===== src/rtl/acquisition_sequencer.sv =====
// Acquisition sequencer: waits for a trigger edge, fills the waveform buffer
// with NUM_SAMPLES ADC samples, then releases the serializer (acquire=0) for
// one full transmission and holds off before re-arming.
// Ports:
//   clk, rst_n            - single clock, asynchronous active-low reset
//   enable, single_shot   - arm control; single_shot returns to IDLE after one waveform
//   trigger, sample_valid - trigger level (rising edge starts capture), ADC sample strobe
//   acquire               - 1 holds the serializer in reset, 0 lets it transmit
//   wr_en, wr_addr        - registered waveform-buffer write strobe and index
//   wave_number           - waveform counter handed to the serializer frame
//   busy, state           - status: busy in CAPTURE/SEND/HOLDOFF, encoded FSM state
//   missed_trig           - saturating count of trigger edges ignored while busy
module acquisition_sequencer #(
  parameter int NUM_SAMPLES     = 500,
  parameter int BITS_PER_SAMPLE = 36,
  parameter int HOLDOFF_CYCLES  = 1000,
  parameter int ADDR_W          = (NUM_SAMPLES > 1) ? $clog2(NUM_SAMPLES) : 1
) (
  input  logic              clk,
  input  logic              rst_n,
  input  logic              enable,
  input  logic              single_shot,
  input  logic              trigger,
  input  logic              sample_valid,
  output logic              acquire,
  output logic              wr_en,
  output logic [ADDR_W-1:0] wr_addr,
  output logic [15:0]       wave_number,
  output logic              busy,
  output logic [2:0]        state,
  output logic [7:0]        missed_trig
);

  // The serializer sends every sample plus the wave-number frame.
  localparam int SEND_CYCLES = (NUM_SAMPLES + 1) * BITS_PER_SAMPLE;
  localparam int CNT_W       = ADDR_W + 1;
  localparam int SEND_W      = $clog2(SEND_CYCLES + 1);
  localparam int HOLD_W      = $clog2(HOLDOFF_CYCLES + 1);

  localparam logic [CNT_W-1:0]  SAMPLE_LAST = CNT_W'(NUM_SAMPLES - 1);
  localparam logic [SEND_W-1:0] SEND_LAST   = SEND_W'(SEND_CYCLES - 1);
  localparam logic [HOLD_W-1:0] HOLD_LAST   = HOLD_W'(HOLDOFF_CYCLES - 1);

  typedef enum logic [2:0] {
    S_IDLE    = 3'd0,
    S_ARM     = 3'd1,
    S_CAPTURE = 3'd2,
    S_SEND    = 3'd3,
    S_HOLDOFF = 3'd4
  } state_t;

  state_t             state_q, state_d;
  logic               trigger_d;
  logic               trig_edge;
  logic [CNT_W-1:0]   sample_cnt;
  logic [SEND_W-1:0]  send_cnt;
  logic [HOLD_W-1:0]  hold_cnt;
  logic [15:0]        wave_q;
  logic               capture_start;
  logic               write_now;
  logic               send_done;

  assign trig_edge   = trigger & ~trigger_d;
  assign acquire     = (state_q != S_SEND);
  assign busy        = (state_q == S_CAPTURE) || (state_q == S_SEND) ||
                       (state_q == S_HOLDOFF);
  assign state       = state_q;
  assign wave_number = wave_q;

  always_ff @(posedge clk or negedge rst_n) begin
    if (!rst_n) begin
      state_q <= S_IDLE;
    end else begin
      state_q <= state_d;
    end
  end

  always_comb begin
    state_d       = state_q;
    capture_start = 1'b0;
    write_now     = 1'b0;
    send_done     = 1'b0;
    case (state_q)
      S_IDLE: begin
        if (enable) state_d = S_ARM;
      end
      S_ARM: begin
        if (!enable) begin
          state_d = S_IDLE;
        end else if (trig_edge) begin
          state_d       = S_CAPTURE;
          capture_start = 1'b1;
        end
      end
      S_CAPTURE: begin
        // Dropping enable abandons the partial buffer; a strobe in the same
        // cycle is discarded along with it.
        if (!enable) begin
          state_d = S_IDLE;
        end else if (sample_valid) begin
          write_now = 1'b1;
          if (sample_cnt == SAMPLE_LAST) state_d = S_SEND;
        end
      end
      S_SEND: begin
        // Transmission always runs to completion regardless of enable.
        if (send_cnt == SEND_LAST) begin
          state_d   = S_HOLDOFF;
          send_done = 1'b1;
        end
      end
      S_HOLDOFF: begin
        if (hold_cnt == HOLD_LAST) begin
          state_d = (enable && !single_shot) ? S_ARM : S_IDLE;
        end
      end
      default: state_d = S_IDLE;
    endcase
  end

  always_ff @(posedge clk or negedge rst_n) begin
    if (!rst_n) begin
      trigger_d   <= 1'b0;
      wr_en       <= 1'b0;
      wr_addr     <= '0;
      sample_cnt  <= '0;
      send_cnt    <= '0;
      hold_cnt    <= '0;
      wave_q      <= 16'd0;
      missed_trig <= 8'd0;
    end else begin
      trigger_d <= trigger;
      wr_en     <= write_now;
      if (write_now) wr_addr <= sample_cnt[ADDR_W-1:0];

      if (capture_start) begin
        sample_cnt <= '0;
      end else if (write_now) begin
        sample_cnt <= sample_cnt + 1'b1;
      end

      // Both interval counters sit at zero outside their own state, so each
      // state entry starts counting from zero.
      send_cnt <= (state_q == S_SEND)    ? send_cnt + 1'b1 : '0;
      hold_cnt <= (state_q == S_HOLDOFF) ? hold_cnt + 1'b1 : '0;

      // Natural 16-bit wrap from 0xFFFF to 0.
      if (send_done) wave_q <= wave_q + 16'd1;

      if (busy && trig_edge && (missed_trig != 8'hFF)) begin
        missed_trig <= missed_trig + 8'd1;
      end
    end
  end

endmodule


===== config.mk =====
export PLATFORM = sky130hd
export DESIGN_NAME = acquisition_sequencer
export DESIGN_NICKNAME = d
export VERILOG_FILES = /design/src/rtl/acquisition_sequencer.sv
export SDC_FILE = /design/constraint.sdc
export NUM_CORES = 1
export LEC_CHECK = 0
export ABC_CLOCK_PERIOD_IN_PS = 2300
export CORE_UTILIZATION = 57
export CTS_BUF_LIST = sky130_fd_sc_hd__clkbuf_8
export DETAILED_ROUTE_END_ITERATION = 8
export PLACE_DENSITY_LB_ADDON = 0.2
export SYNTH_ARGS = -nofsm -noshare
export SYNTH_HDL_FRONTEND = slang
export SYNTH_SLANG_ARGS = --single-unit

===== constraint.sdc =====
create_clock -name clk -period 2.3 [get_ports clk]
set_input_delay 0.46 -clock clk [delete_from_list [all_inputs] [get_ports clk]]
set_output_delay 0.46 -clock clk [all_outputs]
set_load 0.01 [all_outputs]

; ---- Word-level counts from Yosys, hierarchy flattened
; Index checks and enable logic that the tools add are counted.
; W data, S select, Z words.
[op_classes]
eq_ne = 15
add_sub_neg = 5
mux = 22
bitwise_logic = 2
reduce_logical = 9
[op_table]
columns = cell, n
row1 = $mux W10, 3
row2 = $mux W3, 8
row3 = $add A10 B1 Y10 const B, 2
row4 = $add A16 B1 Y16 const B, 1
row5 = $add A15 B1 Y15 const B, 1
row6 = $eq A15 B15 Y1 const B, 1
row7 = $mux W15, 1
row8 = $pmux W3 S5, 1
row9 = $eq A10 B10 Y1 const B, 1
row10 = $eq A10 B9 Y1 const B, 1
row11 = $mux W1, 9
row12 = $add A8 B1 Y8 const B, 1
row13 = $ne A8 B8 Y1 const B, 1
row14 = $eq A3 B2 Y1 const B, 2
row15 = $ne A2 B2 Y1 const B, 3
row16 = $ne A3 B2 Y1 const B, 2
row17 = $ne A3 B3 Y1 const B, 2
row18 = $reduce_and A6 Y1, 1
row19 = $eq A3 B1 Y1 const B, 1
row20 = $eq A3 B3 Y1 const B, 1
row21 = $logic_and A1 B1 Y1, 3
row22 = $logic_not A3 Y1, 1
row23 = $logic_or A1 B1 Y1, 2
row24 = $reduce_bool A2 Y1, 1
row25 = 3 further kinds, 3
[word_totals]
elab_cells = 62
output_inout_bits = 39
in_bits = 6
register_bits = 73

; ---- Longest topological paths before layout
; Gate-level depths: netlist of run 1.
[logic_depth]
depth_word = 6
mapped_depth = 7
depth_no_buf = 6

; ---- Least setup slack after synthesis of run 1
; No wires, ideal clock.
[synth_timing]
path_kind = register to register
from = register state_q[2] (netlist: state[2])
to = register wave_q[1] (netlist: wave_number[1])
synth_period_minus_slack_ns = 1.928
stages_incl_launch_ff = 6
arrival_time_ns = 1.803
path_buffers = 1
required_ns = 2.175
path_slack_ns = 0.372
setup_time_ns = 0.125
path_cell_list = dfrtp_1 > buf_6 > nand3b_4 > or4_4 > nor2_1 > mux2_2
[synth_via]
elab_chain_len = 2
[synth_lines]
columns = element, line_no
row1 = "start, declared", 52  ; state_t state_q, state_d;
row2 = "start signal, assigned", 74  ; state_q <= state_d;
row3 = $eq A3 B2 Y1, 83  ; case (state_q)
row4 = $mux W1, 83
row5 = "end signal, assigned", 148  ; if (send_done) wave_q <= wave_q + 16'd1;
row6 = "end, declared", 58  ; logic [15:0] wave_q;
; No other way between the ends.
; A chain may end at the register's enable or synchronous reset.

; ---- Worst setup path after layout of run 1
[layout_timing]
from = register state_q[2] (netlist: state[2])
to = output port acquire
[layout_via]
elab_chain_len = 1
[layout_lines]
columns = element, line_no
row1 = $ne A3 B2 Y1, 64  ; assign acquire = (state_q != S_SEND);
row2 = "end, declared", 25  ; output logic acquire,
; No other way between the ends.

==> flow_summary_export.csv, run 1 <==
group,metric,value,unit
status,status,"finished, final reports clean",
clocking,clock_sinks,73,
logic_synthesis,netlist_instances,302,
logic_synthesis,synth-compound-area-share,2.72,%
sta,min_period,2.22,ns
hold_path,hold_path_class,"in2async",
worst_setup_path,crit_type,"reg2out",
sta,slew_headroom,62.5,%
logic_synthesis,syn_area,3320,sq um
worst_setup_path,crit_fanout,16,
route,firstDrtPassIters,4,
clocking,htreeDepth,3,
worst_setup_path,cp_data_required_time,1.84,ns
final_layout,fillers,406,
logic_synthesis,synth_seq_area_share,55.1,%
final_layout,layout_common_cells,"71 x dfrtp_1, 43 x clkdlybuf4s50_1, 41 x nor2_1, 30 x xnor2_1, 28 x nand2_1",
route,post_drt_wl_per_cell,14.7,um
logic_synthesis,synth_fp_nets,313,
power,powerDensity,793,nW/um^2
power,internal_power,0.00244,W
placed_design,hpwl,4550,um
logic_synthesis,synth.area.mux_share,3.73,%
global_route,grt_pass1_wl,11300,um
logic_synthesis,synth_top_family_by_area,"simple AND/OR/NAND/NOR gates",
final_layout,fin_nets,369,
run,cap_violations,0,
final_layout,postLayoutCoreUtil,74.1,%
placed_design,gp_congestion,0.808,
route,ant_nets,0,
die,start_util,59.5,%
power,max-vdd-ir-drop,0.000552,V
logic_synthesis,synth_seq_cells,73,
power,comb_power_share,16.0,%
worst_setup_path,critical_path.endpoint_type,"primary output",
global_route,grtUsageTotal,24.1,%
final_layout,antenna_cells,0,
clocking,post_cts_buffers,0,
logic_synthesis,synth-edff-count,0,
sta,fin_skew,0.00783,ns
logic_synthesis,ys.warnings.count,0,
clocking,cts_tree,"yes",
sta,rsz0062_at_grt,"false",
route,vias,2391,
logic_synthesis,async_reset_ff_share,100,%
die,core-area,5570,sq um
route,route.final.wire_length,6410,um
final_layout,syn2layout_area_growth,24.6,%
die,die_w,78.3,um
power,swShare,25.5,%
worst_setup_path,reg2reg_slack,0.30,ns
sta,fmax,449,MHz
worst_setup_path,arrival,1.76,ns
sta,setup_viol,0,
clocking,cts-root-buf,"clkbuf_8",
clocking,postCtsHoldBufs,0,
final_layout,drive_above_1_share,11.8,%
die,ios,45,
logic_synthesis,avgSynthCellArea,11.0,sq um
clocking,clk_path_buf_depth,2,
logic_synthesis,synthXorXnorAreaFrac,13.2,%
sta,finalHoldViolations,0,
global_route,grt_pass1_vias,2456,
route,drtIter0Drc,125,
global_route,grt_start_max_net_pins,52,
sta,drv_slew,0,
route,viasPerCell,5.50,
global_route,grt.overflow.total,0,
route,drc,0,
clocking,clkTransAtPathRegs,0.08,ns
die,fp-row-count,27,
power,clkPwrFrac,38.0,%
logic_synthesis,synth_fa_ha_area_share,1.89,%
sta,tightest_slew,0.562,ns
power,power_switching,0.000835,W
die,die_height,78.3,um
clocking,cts_made_buffers,9,
die,fp.dieArea,6130,sq um
final_layout,layout_commonest_cell,"dfrtp_1",
sta,holdWs,0.0952,ns
logic_synthesis,ys.flop_type,"dfrtp_1",
placed_design,portBuffers,44,
power,power,0.00328,W
clocking,clk_latency,0.35,ns
global_route,antenna_found_initial,0,
worst_setup_path,r2r-start,"send_cnt[0]",
worst_setup_path,startpoint_type,"register",
worst_setup_path,r2r_cells,6,
power,pwr-share-seq,46.0,%
worst_setup_path,r2r-end,"wave_number[10]",
sta,setup-tns-final,0,ns
logic_synthesis,yosys.area_share.simple,22.0,%
power,p_leak,1.88,nW
sta,min_period_over_period,96.7,%
logic_synthesis,ys_types,35,
## routing by layer
layer / up-vias / GRT usage, % / share of wire, %
met5: - / 0 / 0
met4: 0 / 9.81 / 1.6
met3: 12 / 6.05 / 3.4
met2: 44 / 40.5 / 51
met1: 1187 / 29.6 / 44
li1: 1148 / - / -
## cell usage after synthesis, types with 2 or more instances
library cell / number / share of area (%)
a21oi_1: 5 / 0.75
and2_1: 4 / 0.75
and3_1: 11 / 2.1
and4_1: 2 / 0.53
buf_2: 2 / 0.30
clkbuf_1: 3 / 0.34
dfrtp_1: 73 / 55
ha_1: 5 / 1.9
inv_1: 4 / 0.45
mux2_2: 11 / 3.7
nand2_1: 28 / 3.2
nand3_1: 17 / 2.6
nand4_1: 13 / 2.5
nor2_1: 41 / 4.6
nor2b_1: 2 / 0.38
nor3_1: 6 / 0.91
nor3_4: 2 / 0.98
o21ai_0: 6 / 0.91
o31ai_1: 2 / 0.45
or3_1: 2 / 0.38
xnor2_1: 30 / 7.9
xor2_1: 20 / 5.3
## cell type report
type / instances / area (sq um) / share of cell area, %
Multi-Input combinational cell: 219 / 1440 / 34.9
Timing Repair Buffer: 51 / 500 / 12.1
Sequential cell: 73 / 1830 / 44.3
Clock inverter: 5 / 103 / 2.48
Inverter: 4 / 15.0 / 0.363
Tap cell: 72 / 90.1 / 2.18
Clock buffer: 11 / 151 / 3.66
## power by group through the flow
stage	clock network, W	registers [W]	logic, W
after global placement	0	0.00153	0.000516
final	0.00125	0.00151	0.000523
after CTS	0.00127	0.00151	0.000531
after detailed placement	0	0.00153	0.000527
after global routing	0.00131	0.00153	0.000577
after floorplan	0	0.00150	0.000294
## state kept, by name, summed over array words and instances, names as in the netlist
| register | flops |
|---|---|
| hold_cnt | 10 |
| missed_trig | 8 |
| sample_cnt | 10 |
| send_cnt | 15 |
| state | 3 |
| trigger_d | 1 |
| wave_number | 16 |
| wr_addr | 9 |
| wr_en | 1 |
## repair_timing
action,CTS,global route
resized for setup,1,1
setup endpoints to repair,1,1
cloned,0,0
## worst max-delay path, cell delays in order (launching register included)
cell and delay [ns]:
dfrtp_2 0.47, nand3b_4 0.17, buf_4 0.21, clkdlybuf4s50_1 0.56
## worst max-delay path by stage
stage / startpoint / to / slack [ns]
final: state[2] / acquire / 0.08
after global routing: state[2] / acquire / 0.005
after CTS: state[2] / acquire / 0.05
after detailed placement: sample_valid / state[0] / 0.01
after global placement: sample_valid / state[0] / 0.03
after floorplan: state[2] / wave_number[1] / 0.37
## through the flow
step                setup slack [ns]  std cells  cell area [sq um]
CTS                           0.0530        435               4130
global placement              0.0289        419               3870
detailed placement            0.0106        419               3870
global route                 0.00476        435               4130
finish                        0.0750        435               4130
floorplan                      0.372        302               3320
## cells by family after synthesis
family,after synthesis
flops,73
simple gates,138
buf+inv,10
compound gates,15
xor+xnor,50
fa+ha+maj,5
mux,11
No activity file was read; power rests on OpenSTA's default activity.
==> inputs of run 2 (changes only) <==
--- a/config.mk
+++ b/config.mk
@@ -6,7 +6,9 @@
 export NUM_CORES = 1
 export LEC_CHECK = 0
 export ABC_CLOCK_PERIOD_IN_PS = 2300
-export CORE_UTILIZATION = 57
+export CELL_PAD_IN_SITES_DETAIL_PLACEMENT = 0
+export CELL_PAD_IN_SITES_GLOBAL_PLACEMENT = 1
+export CORE_UTILIZATION = 45
 export CTS_BUF_LIST = sky130_fd_sc_hd__clkbuf_8
 export DETAILED_ROUTE_END_ITERATION = 8
 export PLACE_DENSITY_LB_ADDON = 0.2
==> flow_summary_export.csv, run 2 (synthesized netlist as in run 1, its figures left out) <==
group,metric,value,unit
final_layout,antenna_cells,0,
route,post_drt_wl_per_cell,13.5,um
die,die_w,87.9,um
clocking,clkTransAtPathRegs,0.07,ns
sta,tightest_slew,0.569,ns
status,status,"finished, final reports clean",
placed_design,gp_congestion,0.816,
sta,rsz0062_at_grt,"false",
final_layout,largest_reg_flops,16,
die,fp-row-count,30,
worst_setup_path,crit_fanout,16,
route,ant_nets,0,
worst_setup_path,cp_cell_sequence,"nand3b_4 > buf_4 > clkdlybuf4s50_1",
final_layout,layout_common_cells,"70 x dfrtp_1, 43 x clkdlybuf4s50_1, 41 x nor2_1, 30 x xnor2_1, 28 x nand2_1",
clocking,clk_path_buf_depth,2,
die,ios,45,
worst_setup_path,critical_path.endpoint_type,"primary output",
clocking,clk_latency,0.34,ns
clocking,cts_tree,"yes",
route,drc,0,
die,start_util,47.8,%
sta,min_period_over_period,94.4,%
placed_design,hpwl,4500,um
final_layout,fillers,613,
worst_setup_path,arrival,1.71,ns
hold_path,hold_path_class,"in2async",
sta,slew_headroom,62.1,%
worst_setup_path,timing.critical_path.buf_inv,2,
sta,finalHoldViolations,0,
power,powerDensity,696,nW/um^2
run,cap_violations,0,
global_route,grt_start_max_net_pins,28,
worst_setup_path,crit_type,"reg2out",
worst_setup_path,max_stage_delay,0.56,ns
route,firstDrtPassIters,4,
final_layout,fin_nets,371,
power,max-vdd-ir-drop,0.000393,V
clocking,cts_made_buffers,9,
sta,drv_slew,0,
global_route,grt.overflow.total,0,
placed_design,place_area,3930,sq um
final_layout,syn2layout_area_growth,23.4,%
placed_design,portBuffers,44,
sta,min_period,2.17,ns
sta,fin_skew,0.00779,ns
global_route,antenna_found_initial,0,
global_route,grt_pass1_vias,2235,
sta,setup_viol,0,
clocking,cts-root-buf,"clkbuf_8",
global_route,grt_pass1_wl,10500,um
power,power,0.00285,W
worst_setup_path,startpoint_type,"register",
die,die_height,87.9,um
clocking,htreeDepth,3,
final_layout,drive_above_1_share,11.8,%
final_layout,layout_commonest_cell,"dfrtp_1",
route,vias,2351,
final_layout,fin_area,4090,sq um
power,p_leak,1.85,nW
clocking,post_cts_buffers,0,
clocking,clock_sinks,73,
worst_setup_path,cp_data_required_time,1.84,ns
route,drtIter0Drc,165,
worst_setup_path,crit_family,"buffers and inverters",
global_route,grtUsageTotal,18.0,%
route,route.final.wire_length,6230,um
worst_setup_path,reg2reg_slack,0.28,ns
sta,fmax,461,MHz
worst_setup_path,cp_slowest_cell,"clkdlybuf4s50_1",
die,fp.dieArea,7720,sq um
route,viasPerCell,5.10,
die,core-area,6940,sq um
-- run 2: path summary, 6_finish.rpt --
kind | from | to | cells after the start
max in group asynchronous | rst_n | state[1] | 2
setup / recovery | state[2] | acquire | 3
min in group clk | hold_cnt[0] | hold_cnt[0] | 1
setup reg to reg | send_cnt[0] | wave_number[15] | 6
hold reg to reg | hold_cnt[0] | hold_cnt[0] | 1
hold / removal | rst_n | send_cnt[11] | 1
-- run 2: layout make-up --
class,count,area [sq um],area share (%)
flip-flops and latches,73,1830,44.7
clock inverters,7,32.5,0.795
inverters,4,15.0,0.367
multi-input cells,219,1440,35.2
well taps,96,120,2.93
clock buffers,9,124,3.03
repair buffers,53,528,12.9
-- run 2: power breakdown --
part / internal, W / switching, W
clock: 0.000372 / 0.000437
combinational: 0.000291 / 0.000235
sequential: 0.00138 / 0.000133
-- run 2: through the flow --
stage,util [%],instances,worst slack (ns),TNS (ns),hold WS (ns)
after global routing,58.9,461,0.00738,0,0.136
after floorplan,-,302,0.372,0,0.164
after CTS,58.9,461,0.0346,0,0.120
after global placement,56.6,445,0.0107,0,0.447
after detailed placement,56.6,445,-0.00492,-0.00492,0.456
final,58.9,461,0.129,0,0.117
-- run 2: timing repair --
item                                   CTS  global route
gates resized for setup                  1             2
endpoints found under the hold margin    0             0
setup endpoints to repair                1             2
hold buffers                             0             0
-- run 2: routing by layer --
layer,up-vias,routed length [um],share of wire (%),GRT usage (%)
met5,-,0,0,0
met4,0,64,1.0,5.51
met3,7,254,4.1,6.69
met2,45,2940,47,28.9
met1,1149,2980,48,22.8
li1,1150,-,-,-
-- run 2: worst reg2reg max path, cell delays in order (launching register included) --
cell	delay [ns]
dfrtp_1	0.39
ha_1	0.22
nand4_1	0.16
or4_4	0.50
nor3_4	0.31
nand4_1	0.17
xnor2_1	0.15
